`config.mk`:
```
export PLATFORM = sky130hd
export DESIGN_NAME = sfu_feeder
export DESIGN_NICKNAME = d
export VERILOG_FILES = /design/src/rtl/sfu_pkg.sv /design/src/rtl/wrap_counter.sv /design/src/rtl/sfu_feeder.sv
export SDC_FILE = /design/constraint.sdc
export NUM_CORES = 1
export LEC_CHECK = 0
export ABC_AREA = 1
export CORE_AREA = 3 3 205 207
export CTS_BUF_LIST = sky130_fd_sc_hd__clkbuf_4 sky130_fd_sc_hd__clkbuf_8
export CTS_CLUSTER_SIZE = 30
export DETAILED_ROUTE_END_ITERATION = 16
export DIE_AREA = 0 0 208 210
export PLACE_DENSITY_LB_ADDON = 0.25
export SLEW_MARGIN = 20
export SYNTH_ARGS = -nofsm -noshare
export SYNTH_HDL_FRONTEND = slang
export SYNTH_HIERARCHICAL = 1
export SYNTH_SLANG_ARGS = --single-unit
```
`constraint.sdc`:
```
create_clock -name clk -period 5.2 [get_ports clk]
set_input_delay 1.04 -clock clk [delete_from_list [all_inputs] [get_ports clk]]
set_output_delay 1.04 -clock clk [all_outputs]
set_load 0.02 [all_outputs]
```
`src/rtl/sfu_pkg.sv`:
```
// Shared types and default sizes for the SFU feeder slice.
package sfu_pkg;

  typedef enum logic [1:0] {
    IDLE  = 2'd0,
    RUN   = 2'd1,
    DRAIN = 2'd2,
    DONE  = 2'd3
  } state_e;

  localparam int PSUM_BW = 16;
  localparam int COL     = 8;
  localparam int NKIJ    = 9;

endpackage

```
`src/rtl/wrap_counter.sv`:
```
// Modulo counter: counts 0..MAX on inc, flags the MAX->0 step, clr has priority.
module wrap_counter #(
  parameter int MAX   = 8,
  parameter int WIDTH = 4
) (
  input  logic             clk,
  input  logic             reset,
  input  logic             inc,
  input  logic             clr,
  output logic [WIDTH-1:0] value,
  output logic             wrap
);

  logic [WIDTH-1:0] cnt_q, cnt_d;

  assign wrap  = inc && (cnt_q == WIDTH'(MAX));
  assign value = cnt_q;

  always_comb begin
    cnt_d = cnt_q;
    if (clr) begin
      cnt_d = '0;
    end else if (inc) begin
      cnt_d = wrap ? '0 : cnt_q + 1'b1;
    end
  end

  always_ff @(posedge clk) begin
    if (!reset) begin
      cnt_q <= '0;
    end else begin
      cnt_q <= cnt_d;
    end
  end

endmodule

```
`src/rtl/sfu_feeder.sv`:
```
// Streams OFIFO psum vectors into the SFU with the acc pattern and writes finished results to SRAM.
// Define SFU_FEEDER_PERF_EN to add the stall_cnt performance counter output.
module sfu_feeder #(
  parameter int PSUM_BW = sfu_pkg::PSUM_BW,
  parameter int COL     = sfu_pkg::COL,
  parameter int NKIJ    = sfu_pkg::NKIJ,
  parameter int NOUT    = 16,
  parameter int ADDR_BW = (NOUT > 1) ? $clog2(NOUT) : 1
) (
  input  logic                   clk,
  input  logic                   reset,
  input  logic                   start,
  input  logic                   ofifo_valid,
  input  logic [PSUM_BW*COL-1:0] ofifo_out,
  output logic                   ofifo_rd,
  output logic                   acc,
  output logic [PSUM_BW*COL-1:0] psum_out,
  output logic                   sfu_reset,
  input  logic [PSUM_BW*COL-1:0] sfp_in,
  output logic                   wr_en,
  output logic [ADDR_BW-1:0]     wr_addr,
  output logic [PSUM_BW*COL-1:0] wr_data,
  output logic                   busy,
  output logic                   done
`ifdef SFU_FEEDER_PERF_EN
  ,
  output logic [31:0]            stall_cnt
`endif
);

  import sfu_pkg::*;

  localparam int W  = PSUM_BW * COL;
  localparam int KW = $clog2(NKIJ);

  state_e               state_q, state_d;
  logic                 start_ok, pop, kij_wrap, out_wrap;
  logic [KW-1:0]        kij_cnt;
  logic [ADDR_BW-1:0]   out_cnt;
  logic                 acc_q, acc_d;
  logic [W-1:0]         psum_q, psum_d;
  logic                 tag0_vld_q, tag0_vld_d, tag1_vld_q;
  logic [ADDR_BW-1:0]   tag0_addr_q, tag0_addr_d, tag1_addr_q;

  // Popping is suppressed while reset is held so no vector is lost to a clearing edge.
  assign start_ok = (state_q == IDLE) && start;
  assign pop      = reset && (state_q == RUN) && ofifo_valid;

  wrap_counter #(.MAX(NKIJ - 1), .WIDTH(KW)) u_kij_cnt (
    .clk   (clk),
    .reset (reset),
    .inc   (pop),
    .clr   (start_ok),
    .value (kij_cnt),
    .wrap  (kij_wrap)
  );

  wrap_counter #(.MAX(NOUT - 1), .WIDTH(ADDR_BW)) u_out_cnt (
    .clk   (clk),
    .reset (reset),
    .inc   (kij_wrap),
    .clr   (start_ok),
    .value (out_cnt),
    .wrap  (out_wrap)
  );

  always_comb begin
    state_d     = state_q;
    acc_d       = 1'b1;
    psum_d      = '0;
    tag0_vld_d  = pop && kij_wrap;
    tag0_addr_d = out_cnt;
    if (pop) begin
      acc_d  = (kij_cnt != KW'(NKIJ - 1));
      psum_d = ofifo_out;
    end
    case (state_q)
      IDLE:    if (start) state_d = RUN;
      RUN:     if (out_wrap) state_d = DRAIN;
      DRAIN:   if (tag1_vld_q) state_d = DONE;
      DONE:    state_d = IDLE;
      default: state_d = IDLE;
    endcase
  end

  // Idle drive (acc=1, psum=0) makes the SFU add zero, leaving its accumulator untouched.
  always_ff @(posedge clk) begin
    if (!reset) begin
      state_q     <= IDLE;
      acc_q       <= 1'b1;
      psum_q      <= '0;
      tag0_vld_q  <= 1'b0;
      tag0_addr_q <= '0;
      tag1_vld_q  <= 1'b0;
      tag1_addr_q <= '0;
    end else begin
      state_q     <= state_d;
      acc_q       <= acc_d;
      psum_q      <= psum_d;
      tag0_vld_q  <= tag0_vld_d;
      tag0_addr_q <= tag0_addr_d;
      tag1_vld_q  <= tag0_vld_q;
      tag1_addr_q <= tag0_addr_q;
    end
  end

  assign ofifo_rd  = pop;
  assign acc       = acc_q;
  assign psum_out  = psum_q;
  assign sfu_reset = ~reset;
  assign wr_en     = tag1_vld_q;
  assign wr_addr   = tag1_addr_q;
  assign wr_data   = sfp_in;
  assign busy      = (state_q != IDLE);
  assign done      = (state_q == DONE);

`ifdef SFU_FEEDER_PERF_EN
  logic [31:0] stall_q, stall_d;

  always_comb begin
    stall_d = stall_q;
    if (start_ok) begin
      stall_d = '0;
    end else if ((state_q == RUN) && !ofifo_valid && (stall_q != '1)) begin
      stall_d = stall_q + 32'd1;
    end
  end

  always_ff @(posedge clk) begin
    if (!reset) begin
      stall_q <= '0;
    end else begin
      stall_q <= stall_d;
    end
  end

  assign stall_cnt = stall_q;
`endif

endmodule

```
==> flow_summary.toml, run 1 <==
[setup_path]
cp_common_cell = "clkdlybuf4s50_1"
critPathMaxFanout = 15
crit_family = "buffers and inverters"
cp_num_cells = 5
r2r_cells = 6
worst_ep_required_time_ns = 4.16
arrival_ns = 2.60
slowest_stage = "clkdlybuf4s50_1"
rr_endpoint = "psum_out[15]$_SDFF_PN0_"
max_stage_delay_ns = 0.64
worstPathCellList = "clkdlybuf4s50_1 > buf_4 > nand3_4 > inv_1 > clkdlybuf4s50_1"
cp-start-kind = "input port"
worstReg2RegStart = "state_q[1]$_SDFFE_PN0P_"
end_kind = "primary output"
path_buf_inv = 4
critPathKind = "in -> out"
r2r_slack_ns = 2.86

[logic_synthesis]
syn_nets = 920
syn-cell-area_mm2 = 0.00556
avgSynthCellArea_um2 = 8.51
ys_seq_elements = 149
ys_seq_area_share_pct = 53.7
yosysWarnings = 6
ys_types = 18
netlist_instances = 653

[clock_network]
cts_buffer_depth = 2
cts_max_level = 4
clk_latency_ns = 0.54
cts_hold_buf = 0
postCtsSetupRepairBufs = 0
clock-root-buffer = "clkbuf_8"
cts_resized = 0
tritoncts = "yes"
cts_buffers = 17
cts_num_sinks = 149
path_clk_slew_ns = 0.09

[min_path]
hold_end = "wr_addr[2]$_SDFF_PN0_"
hp-start = "tag0_addr_q[2]$_SDFF_PN0_"
min_path_cells = 2
hold_class = "reg -> reg"

[sta]
finClkSkew_ns = 0.0165
relSlewSlack_pct = 40.0
setup_violations = 0
period_share_pct = 70.1
fin_tns_setup_ns = 0
report.final.hold_viol_count = 0
rsz0062_at_grt = "false"
hold_slack_ns = 0.421
slew_violations = 0
period_minus_slack_ns = 3.64
max_freq_mhz = 274
worstMarginPinSlew_ns = 0.900

[global_route]
gr-total-overflow = 0
grt_util_all_layers_pct = 10.0
grt_pass1_wl_mm = 30.3
grt_pass1_vias = 4174
grt_max_degree = 81
antenna_found_initial = 2

[finish]
drive_gt1_share_pct = 5.29
final_nets = 1068
n_antenna_cell = 0
mostFrequentLayoutCells = "269 x clkdlybuf4s50_1, 161 x inv_1, 149 x dfxtp_1"
area_delta_synth_final_pct = 47.6
final_common_cell = "clkdlybuf4s50_1"
stdcell_area_mm2 = 0.00821

[detailed_routing]
totalWireLength_mm = 21.7
ant_nets = 0
drc = 0
route.vias.total = 4106
drt-vias-per-instance = 3.05
wl_per_cell_um = 16.2
drt_first_pass_iters = 4
drt_iter0_drc = 118

[floorplanning]
core_mm2 = 0.0406
die_area_mm2 = 0.0437
io_pins = 526
die_width_um = 208
initial_core_util_pct = 13.7
die_y_um = 210
row_count = 74

[flow_run]
drv_cap = 0

[pwr]
swShare_pct = 30.9
p_clk_share_pct = 33.7
ir_drop_mv = 0.165
p_per_area_mw_per_mm2 = 317
p_leak_nw = 3.68
seq_power_share_pct = 47.5
p_switching_w = 0.000802
combPwrFrac_pct = 18.9
intPower_w = 0.00180

[place]
portBuffers = 269
place_congestion = 0.716
place_area_mm2 = 0.00786
hpwl_mm = 17.4

[outcome]
status = "complete, no violations"
## power groups by stage
stage | registers, W | logic, W | clock network (W)
floorplan | 0.00134 | 0.000282 | 0
global placement | 0.00126 | 0.000499 | 0
detailed placement | 0.00126 | 0.000499 | 0
CTS | 0.00123 | 0.000501 | 0.000964
global route | 0.00124 | 0.000531 | 0.000990
finish | 0.00123 | 0.000490 | 0.000875
## flip-flops by register name, summed over array words and instances, names as in the netlist
register	cells
acc	1
psum_out	128
state_q	2
tag0_addr_q	4
tag0_vld_q	1
u_kij_cnt/value	4
u_out_cnt/value	4
wr_addr	4
wr_en	1
## cells in the mapped netlist
master / instances / share of area, %
clkbuf_1: 3 / 0.20
ha_1: 7 / 1.6
dfxtp_1: 149 / 54
nand2_1: 28 / 1.9
buf_2: 1 / 0.090
buf_6: 10 / 2.0
nand3_1: 6 / 0.54
nor2_1: 141 / 9.5
a21oi_1: 3 / 0.27
nor2_2: 1 / 0.11
o21ai_0: 3 / 0.27
inv_1: 161 / 11
xor2_1: 1 / 0.16
o21ai_2: 2 / 0.32
nor2_4: 2 / 0.41
buf_4: 129 / 17
nand4_1: 3 / 0.34
nand2_2: 3 / 0.34
## metal layers
metal  track usage [%]  vias up  wire length [um]
met5              1.62        -                95
met4              6.77        4              1000
met3              7.78       82              3560
met2              16.6      317             10500
met1              8.11     1713              6630
li1                  -     1990                 -
## worst min-delay path, cell delays in order, from the launching register on
cell and delay (ns):
dfxtp_1 0.31, nand2_1 0.06, inv_1 0.03
## metrics by stage
| step | total power (W) | setup WS [ns] | std cells | util, % |
|---|---|---|---|---|
| 3_3_place_gp | 0.00176 | 1.55 | 1314 | 19.4 |
| 5_1_grt | 0.00276 | 1.48 | 1345 | 20.2 |
| 6_report | 0.00260 | 1.56 | 1345 | 20.2 |
| 2_1_floorplan | 0.00162 | 2.61 | 653 | - |
| 4_1_cts | 0.00270 | 1.55 | 1345 | 20.2 |
| 3_5_place_dp | 0.00176 | 1.56 | 1314 | 19.4 |
## final cells by class
type / count / area, um2
flip-flops and latches: 149 / 2980
well taps: 532 / 666
multi-input cells: 200 / 887
repair buffers: 272 / 2720
inverters: 161 / 604
clock inverters: 14 / 119
clock buffers: 17 / 234
fillers: 4559 / 32300
## worst max path at each step
stage / slack (ns) / end / startpoint
after floorplan: 2.61 / ofifo_rd / ofifo_valid
after global placement: 1.55 / ofifo_rd / reset
after detailed placement: 1.56 / ofifo_rd / reset
after CTS: 1.55 / ofifo_rd / reset
after global routing: 1.48 / ofifo_rd / reset
final: 1.56 / ofifo_rd / reset
## logic make-up after synthesis
family                     count (synthesis)  share of synthesized area [%]
AOI/OAI and AO/OA                          8                          0.855
xor gates and xnor gates                   1                          0.158
adders and majority gates                  7                           1.58
buffers and inverters                    304                           30.6
DFF                                      149                           53.7
and+or+nand+nor                          184                           13.1
No activity file was read; power rests on OpenSTA's default activity.
==> run 2: changes to the inputs <==
==> constraint.sdc (replaced) <==
create_clock -name clk -period 3.05 [get_ports clk]
set_input_delay 0.61 -clock clk [delete_from_list [all_inputs] [get_ports clk]]
set_output_delay 0.61 -clock clk [all_outputs]
set_load 0.02 [all_outputs]
==> flow_summary.toml, run 2 (synthesis results as in run 1) <==
[floorplanning]
die_area_mm2 = 0.0437
die_width_um = 208
die_y_um = 210
initial_core_util_pct = 13.7
io_pins = 526
core_mm2 = 0.0406
row_count = 74

[setup_path]
cp-start-kind = "flop"
slowest_stage = "clkdlybuf4s50_1"
max_stage_delay_ns = 0.64
worstReg2RegStart = "state_q[1]$_SDFFE_PN0P_"
end_kind = "primary output"
critPathLaunch = "state_q[1]$_SDFFE_PN0P_"
path_buf_inv = 3
critPathKind = "reg -> out"
worst_ep_required_time_ns = 2.44
critPathMaxFanout = 6
worstPathCellList = "inv_1 > ha_1 > nand3_4 > inv_1 > clkdlybuf4s50_1"
crit_family = "buffers and inverters"
arrival_ns = 2.08
cp_common_cell = "inv_1"

[min_path]
hp-start = "tag0_vld_q$_SDFF_PN0_"
hold_class = "reg -> reg"

[finish]
area_delta_synth_final_pct = 48.2
final_common_cell = "clkdlybuf4s50_1"
mostFrequentLayoutCells = "269 x clkdlybuf4s50_1, 161 x inv_1, 149 x dfxtp_1"
largest_reg_flops = 128
instances_no_fill = 1346
seqCellArea_mm2 = 0.00298
drive_gt1_share_pct = 5.29
multi_input_area_um2 = 887
fill_cells = 4542
final_nets = 1068

[clock_network]
cts_buffer_depth = 2
cts_resized = 0
clk_latency_ns = 0.53
cts_max_level = 4
clock-root-buffer = "clkbuf_8"
cts_buffers = 17
cts_num_sinks = 149
postCtsSetupRepairBufs = 0
cts_hold_buf = 0
tritoncts = "yes"
path_clk_slew_ns = 0.09

[sta]
period_minus_slack_ns = 2.69
finClkSkew_ns = 0.0100
fin_tns_setup_ns = 0
relSlewSlack_pct = 48.6
hold_slack_ns = 0.417
setup_violations = 0
setup_ws_ns = 0.362
max_freq_mhz = 372
report.final.hold_viol_count = 0
period_share_pct = 88.1
worstMarginPinSlew_ns = 0.771
rsz0062_at_grt = "false"
slew_violations = 0

[global_route]
antenna_found_initial = 0
grt_pass1_vias = 4216
grt_util_all_layers_pct = 10.0
grt_pass1_wl_mm = 30.3
grt_max_degree = 68
gr-total-overflow = 0

[pwr]
p_per_area_mw_per_mm2 = 544
p_leak_nw = 3.69
ir_drop_mv = 0.275
power_w = 0.00448

[detailed_routing]
totalWireLength_mm = 21.7
met1_length_mm = 6.52
ant_nets = 0
wl_per_cell_um = 16.1
drt_first_pass_iters = 6
route.vias.total = 4117
drt-vias-per-instance = 3.06
wl_met3_mm = 3.58
drc = 0
dr_wl_met2_mm = 10.6
dr.max_layer_used = "met5"
drt_iter0_drc = 139

[place]
portBuffers = 269
dp_slack_ns = 0.400
dp.cells = 1314
place_congestion = 0.691
hpwl_mm = 17.3

[flow_run]
drv_cap = 0

[outcome]
status = "complete, no violations"
-- run 2: cell count changes in the layout (fill, tap and decap cells not counted), sizes merged --
cell | previous run | this run
bufinv | 0 | 1
clkbuf | 17 | 21
clkinvlp | 3 | 4
diode | 0 | 1
inv | 169 | 163
-- run 2: worst reg2reg max path: stages (launching register included) --
cell	delay, ns
dfxtp_1	0.33
inv_1	0.10
ha_1	0.22
nand3_4	0.08
inv_1	0.17
nand4_1	0.17
inv_1	0.20
nand4_1	0.16
inv_1	0.08
inv_1	0.04
nand2_1	0.07
nand3_1	0.12
nor2_1	0.11
nor2_1	0.05
-- run 2: stage by stage --
step / util, % / area [um2]
2_1_floorplan: - / 5560
3_3_place_gp: 19.4 / 7860
3_5_place_dp: 19.4 / 7860
4_1_cts: 20.3 / 8230
5_1_grt: 20.3 / 8230
6_report: 20.3 / 8240
-- run 2: per-layer routing --
layer | vias to the layer above | track usage [%]
met5 | - | 0.754
met4 | 2 | 6.49
met3 | 80 | 7.89
met2 | 312 | 16.6
met1 | 1732 | 8.18
li1 | 1991 | -
-- run 2: path summary, 6_finish.rpt --
check | to | slack (ns) | cells after the start
worst max register to register | state_q[1]$_SDFFE_PN0P_ | 1.06 | 13
worst min-delay path | wr_en$_SDFF_PN0_ | 0.42 | 2
worst max-delay path | ofifo_rd | 0.36 | 5
worst min register to register | wr_en$_SDFF_PN0_ | 0.42 | 2
-- run 2: final cells by class --
class	instances	share of cell area [%]
diodes	1	0.0304
multi-input cells	200	10.8
repair buffers	272	33.0
well taps	532	8.08
clock inverters	10	1.17
inverters	161	7.34
flip-flops and latches	149	36.2
clock buffers	21	3.43
-- run 2: where the power goes --
| part | switching, W | internal [W] | total [W] |
|---|---|---|---|
| clock network | 0.000831 | 0.000714 | 0.00155 |
| logic | 0.000416 | 0.000418 | 0.000834 |
| registers | 0.0000374 | 0.00206 | 0.00210 |
